File: src/rtl/pwm_pkg.sv
// Shared definitions for the PWM fade sequencer slice.
// Holds the fade FSM state encoding and the cycle-counter width.
package pwm_pkg;

    localparam int CYCLE_BITS = 8;

    typedef enum logic [2:0] {
        ST_IDLE      = 3'd0,
        ST_RAMP_UP   = 3'd1,
        ST_HOLD_HIGH = 3'd2,
        ST_RAMP_DOWN = 3'd3,
        ST_HOLD_LOW  = 3'd4
    } fade_state_e;

endpackage

File: src/rtl/pwm_fade_sequencer_step_timer.sv
// Step timer: counts clocks while enabled and emits a one-clock tick
// when the count equals final_value_i. Ports: clk, reset_n, enable_i,
// clear_i, final_value_i (clocks per tick minus one), tick_o.
module step_timer #(
    parameter int TIMER_BITS = 24
) (
    input  logic                  clk,
    input  logic                  reset_n,
    input  logic                  enable_i,
    input  logic                  clear_i,
    input  logic [TIMER_BITS-1:0] final_value_i,
    output logic                  tick_o
);

    logic [TIMER_BITS-1:0] cnt_q;
    logic [TIMER_BITS-1:0] cnt_d;

    assign tick_o = enable_i && (cnt_q == final_value_i);

    // Held at zero while disabled so every run starts from a clean phase.
    always_comb begin
        cnt_d = cnt_q + 1'b1;
        if (clear_i || !enable_i || tick_o) begin
            cnt_d = '0;
        end
    end

    always_ff @(posedge clk or negedge reset_n) begin
        if (!reset_n) begin
            cnt_q <= '0;
        end else begin
            cnt_q <= cnt_d;
        end
    end

endmodule

File: src/rtl/pwm_fade_sequencer.sv
// Fade sequencer: ramps a PWM duty up to a peak, holds, ramps down,
// holds at zero, for a configured number of cycles (0 = until stop).
// Ports: clk, reset_n, start, stop, step_interval, duty_max,
// hold_steps, num_cycles in; duty (zero-extended), busy, done out.
module pwm_fade_sequencer
    import pwm_pkg::*;
#(
    parameter int R          = 8,
    parameter int TIMER_BITS = 24
) (
    input  logic                  clk,
    input  logic                  reset_n,
    input  logic                  start,
    input  logic                  stop,
    input  logic [TIMER_BITS-1:0] step_interval,
    input  logic [R-1:0]          duty_max,
    input  logic [R-1:0]          hold_steps,
    input  logic [CYCLE_BITS-1:0] num_cycles,
    output logic [R:0]            duty,
    output logic                  busy,
    output logic                  done
);

    fade_state_e state_q, state_d;

    logic [R-1:0]          duty_q, duty_d;
    logic                  busy_q, busy_d;
    logic                  done_q, done_d;
    logic [R-1:0]          hcnt_q, hcnt_d;
    logic [CYCLE_BITS-1:0] cyc_q, cyc_d;

    logic [TIMER_BITS-1:0] ivl_q, ivl_d;
    logic [R-1:0]          dmax_q, dmax_d;
    logic [R-1:0]          hstep_q, hstep_d;
    logic [CYCLE_BITS-1:0] ncyc_q, ncyc_d;

    logic                  tick;
    logic                  launch;
    logic [R-1:0]          duty_up;
    logic [R-1:0]          duty_dn;
    logic [R-1:0]          hcnt_inc;
    logic                  hold_exit;
    logic [CYCLE_BITS-1:0] cyc_inc;
    logic                  run_end;

    step_timer #(
        .TIMER_BITS(TIMER_BITS)
    ) u_step_timer (
        .clk          (clk),
        .reset_n      (reset_n),
        .enable_i     (busy_q),
        .clear_i      (launch),
        .final_value_i(ivl_q),
        .tick_o       (tick)
    );

    assign launch  = (state_q == ST_IDLE) && start && !stop;
    // Saturating steps keep duty inside [0, duty_max].
    assign duty_up = (duty_q < dmax_q) ? duty_q + 1'b1 : duty_q;
    assign duty_dn = (duty_q != '0) ? duty_q - 1'b1 : duty_q;
    assign hcnt_inc = hcnt_q + 1'b1;
    // A zero hold length leaves on the very next clock, tick or not.
    assign hold_exit = (hstep_q == '0) || (tick && hcnt_inc == hstep_q);
    assign cyc_inc = cyc_q + 1'b1;
    assign run_end = (ncyc_q != '0) && (cyc_inc == ncyc_q);

    always_ff @(posedge clk or negedge reset_n) begin
        if (!reset_n) begin
            state_q <= ST_IDLE;
            duty_q  <= '0;
            busy_q  <= 1'b0;
            done_q  <= 1'b0;
            hcnt_q  <= '0;
            cyc_q   <= '0;
            ivl_q   <= '0;
            dmax_q  <= '0;
            hstep_q <= '0;
            ncyc_q  <= '0;
        end else begin
            state_q <= state_d;
            duty_q  <= duty_d;
            busy_q  <= busy_d;
            done_q  <= done_d;
            hcnt_q  <= hcnt_d;
            cyc_q   <= cyc_d;
            ivl_q   <= ivl_d;
            dmax_q  <= dmax_d;
            hstep_q <= hstep_d;
            ncyc_q  <= ncyc_d;
        end
    end

    always_comb begin
        state_d = state_q;
        if (stop) begin
            state_d = ST_IDLE;
        end else begin
            unique case (state_q)
                ST_IDLE: begin
                    if (start) state_d = ST_RAMP_UP;
                end
                ST_RAMP_UP: begin
                    if (tick && duty_up == dmax_q) state_d = ST_HOLD_HIGH;
                end
                ST_HOLD_HIGH: begin
                    if (hold_exit) state_d = ST_RAMP_DOWN;
                end
                ST_RAMP_DOWN: begin
                    if (tick && duty_dn == '0) state_d = ST_HOLD_LOW;
                end
                ST_HOLD_LOW: begin
                    if (hold_exit) state_d = run_end ? ST_IDLE : ST_RAMP_UP;
                end
                default: state_d = ST_IDLE;
            endcase
        end
    end

    always_comb begin
        duty_d  = duty_q;
        hcnt_d  = hcnt_q;
        cyc_d   = cyc_q;
        ivl_d   = ivl_q;
        dmax_d  = dmax_q;
        hstep_d = hstep_q;
        ncyc_d  = ncyc_q;
        busy_d  = (state_d != ST_IDLE);
        done_d  = 1'b0;
        unique case (state_q)
            ST_IDLE: begin
                if (launch) begin
                    ivl_d   = step_interval;
                    dmax_d  = duty_max;
                    hstep_d = hold_steps;
                    ncyc_d  = num_cycles;
                    duty_d  = '0;
                    hcnt_d  = '0;
                    cyc_d   = '0;
                end
            end
            ST_RAMP_UP: begin
                if (tick) duty_d = duty_up;
            end
            ST_HOLD_HIGH: begin
                if (tick) hcnt_d = hcnt_inc;
            end
            ST_RAMP_DOWN: begin
                if (tick) duty_d = duty_dn;
            end
            ST_HOLD_LOW: begin
                if (tick) hcnt_d = hcnt_inc;
                if (hold_exit) begin
                    cyc_d  = cyc_inc;
                    done_d = run_end;
                end
            end
            default: begin
                duty_d = '0;
            end
        endcase
        // Hold count restarts on every state change, so each hold starts at 0.
        if (state_d != state_q) begin
            hcnt_d = '0;
        end
        if (stop) begin
            duty_d = '0;
            done_d = 1'b0;
        end
    end

    assign duty = {1'b0, duty_q};
    assign busy = busy_q;
    assign done = done_q;

endmodule

File: config.mk
export PLATFORM = sky130hd
export DESIGN_NAME = pwm_fade_sequencer
export DESIGN_NICKNAME = d
export VERILOG_FILES = /design/src/rtl/pwm_pkg.sv /design/src/rtl/pwm_fade_sequencer_step_timer.sv /design/src/rtl/pwm_fade_sequencer.sv
export SDC_FILE = /design/constraint.sdc
export NUM_CORES = 1
export LEC_CHECK = 0
export BUFFER_PORTS_ARGS = -buffer_cell sky130_fd_sc_hd__buf_2
export CORE_MARGIN = 10
export CORE_UTILIZATION = 50
export DETAILED_ROUTE_END_ITERATION = 8
export PLACE_DENSITY = 0.71
export SYNTH_ARGS = -nofsm -noshare
export SYNTH_HDL_FRONTEND = slang
export SYNTH_SLANG_ARGS = --single-unit
File: constraint.sdc
create_clock -name clk -period 3 [get_ports clk]
set_clock_uncertainty 0.05 [all_clocks]
set_input_delay 0.6 -clock clk [delete_from_list [all_inputs] [get_ports clk]]
set_output_delay 0.6 -clock clk [all_outputs]
set_load 0.02 [all_outputs]
==> flow_summary.toml <==
[clock_network]
htree_levels = 3
clk_pin_slew_worst_paths_ps = 80
cts_root_buf = "clkbuf_16"
cts_setup_buffers = 0
cts_tree = "done"
clockBufferDepth = 2
cts_buffers = 9
clkLatencyLatePin_ps = 360
clock-sinks = 101

[sta]
final-hold-violation-count = 0
finalSetupViolCount = 0
fin_crit_sh = 0.941
setup_ws_ps = 178
fmax_mhz = 354
period_needed_ps = 2820
slew_violations = 0
slew_headroom = 0.577
worst_pin_slew_ps = 629

[final_layout]
final_cell_mix = "dfrtp_1 (101), buf_2 (60), nand2_1 (55), nor2_1 (51), xnor2_1 (50)"
mostFrequentLayoutCell = "dfrtp_1"
seqCellArea_mm2 = 0.00253
instances_no_fill = 892
layout-drive-gt1-share = 0.217
multi_input_area_mm2 = 0.00345
layout.nets = 783
fin_area_mm2 = 0.00705
final_util = 0.585
fill_cells = 1037
diodes = 0
syn_to_final_growth_pct = 14.5

[worst_setup_path]
critPathCaptureType = "flop"
crit_type = "flop to flop"
cp.required_ps = 3190
start_kind = "flop"
crit_arrival_ps = 3010
crit_path_max_fanout = 9

[logic_synthesis]
ys.warnings.count = 0
synthArstFlopShare = 1.00
yosysUniqueCellTypes = 66
yosysSeqAreaShare = 0.410
synth_seq_cells = 101
synth_top_flop_cell = "dfrtp_1"
synth-edff-count = 0
syn_nets = 717
avgSynthCellArea_um2 = 9.43
syn-cell-area_mm2 = 0.00616
synthCells = 653

[drt]
via_per_inst = 5.79
drt-wirelength-per-cell_um = 17.3
dr.pass1.iters = 5
ant_nets = 0
initialDrtViolationCount = 410
drc_errors = 0
vias = 5167
totalWireLength_mm = 15.4

[place]
routabilityCongestion = 0.917
dpl.cell_count = 876
dp_hpwl_mm = 11.3
placed_cell_area_mm2 = 0.00674
io_buffers = 61
dp_slack_ps = 114

[floorplanning]
start_util = 0.511
die_x_um = 131
rows = 40
core_area_mm2 = 0.0121
ios = 63
die-area_mm2 = 0.0172
dieHeight_um = 131

[global_routing]
grtUsageTotal = 0.187
grt_pass1_wl_mm = 25.8
grt_max_degree = 79
grt_pass1_vias = 5201
overflow = 0
antenna_found_initial = 0

[power]
p_leak_uw = 0.00298
irDropWorstVdd_mv = 0.486
power_uw = 3560
power_density_mw_per_mm2 = 504

[status]
status = "finished, final reports clean"

[min_path]
hold_class = "input port to async pin"

[job]
max_cap_viol_count = 0
registers in the layout, indices dropped and copies added, names as in the netlist:
signal	flops
busy	1
cyc_q	8
dmax_q	8
done	1
duty_q	8
hcnt_q	8
hstep_q	8
ivl_q	24
ncyc_q	8
state_q	3
u_step_timer.cnt_q	24
final timing paths:
path                       cells past startpoint                     to  slack (ps)              startpoint
max                                            8              hcnt_q[5]         180  u_step_timer.cnt_q[10]
min                                            1              dmax_q[2]          90                 reset_n
max reg2reg                                    8              hcnt_q[5]         180  u_step_timer.cnt_q[10]
min reg2reg                                    1               cyc_q[7]         450                cyc_q[7]
max in group asynchronous                      2  u_step_timer.cnt_q[0]        2090                 reset_n
min in group clk                               3              ncyc_q[3]         390           num_cycles[3]
what timing repair did:
action                                  4_1_cts  5_1_grt
endpoints found under the setup margin        0       11
resized for setup                             0        5
hold buffers                                  0        0
endpoints found under the hold margin         0        0
cells by family (layout without fill, tap and decap cells):
| family | after synthesis | count (layout) | share of synthesized area |
|---|---|---|---|
| buf+inv | 50 | 121 | 0.0347 |
| flops | 101 | 101 | 0.410 |
| fa+ha+maj | 12 | 12 | 0.0244 |
| simple gates | 241 | 241 | 0.197 |
| xor+xnor | 73 | 73 | 0.104 |
| compound gates | 130 | 130 | 0.148 |
| other cells | 1 | 1 | 0.000609 |
| mux | 45 | 45 | 0.0812 |
power by group:
group	switching (uW)	internal, uW	leakage (uW)
sequential	148	1510	0.00131
clock	566	601	0.000146
combinational	373	354	0.00153
total	1090	2470	0.00298
cells in the mapped netlist (all sizes together) (9+ instances only):
library cell / instances / share of area
buf: 9 / 0.0097
nand2: 56 / 0.034
mux2: 40 / 0.073
dfrtp: 101 / 0.41
xnor2: 50 / 0.071
ha: 12 / 0.024
o21ai: 34 / 0.028
nand3: 31 / 0.026
inv: 19 / 0.012
o221ai: 9 / 0.013
xor2: 23 / 0.033
clkbuf: 22 / 0.013
a21oi: 33 / 0.027
and3: 16 / 0.016
nand4: 23 / 0.023
nor3: 18 / 0.015
nor2: 51 / 0.031
final cells by class:
cell class / count / share of cell area
Sequential cell: 101 / 0.358
Multi-Input combinational cell: 502 / 0.489
Clock buffer: 10 / 0.0339
Inverter: 19 / 0.0101
Tap cell: 168 / 0.0298
Clock inverter: 6 / 0.00727
Timing Repair Buffer: 86 / 0.0720
critical path, cell delays in order, from the launching register on:
cell and delay, ps:
dfrtp_1 450, xnor2_1 210, nand4_1 180, or4_1 590, nor4_2 440, a21o_1 350, a21boi_0 150, o221ai_1 200
a21oi_1 80
metal layers:
metal / up-vias / wire, um / GRT usage
met1: 2512 / 6770 / 0.238
met3: 16 / 917 / 0.0492
li1: 2490 / - / -
met2: 149 / 7560 / 0.309
met4: 0 / 186 / 0.0497
met5: - / 0 / 0
metrics by stage:
stage	hold WS, ps	setup TNS (ps)
4_1_cts	104	0
6_report	94.3	0
3_3_place_gp	448	0
3_5_place_dp	446	0
2_1_floorplan	254	0
5_1_grt	110	-128
No activity file was read; power rests on OpenSTA's default activity.
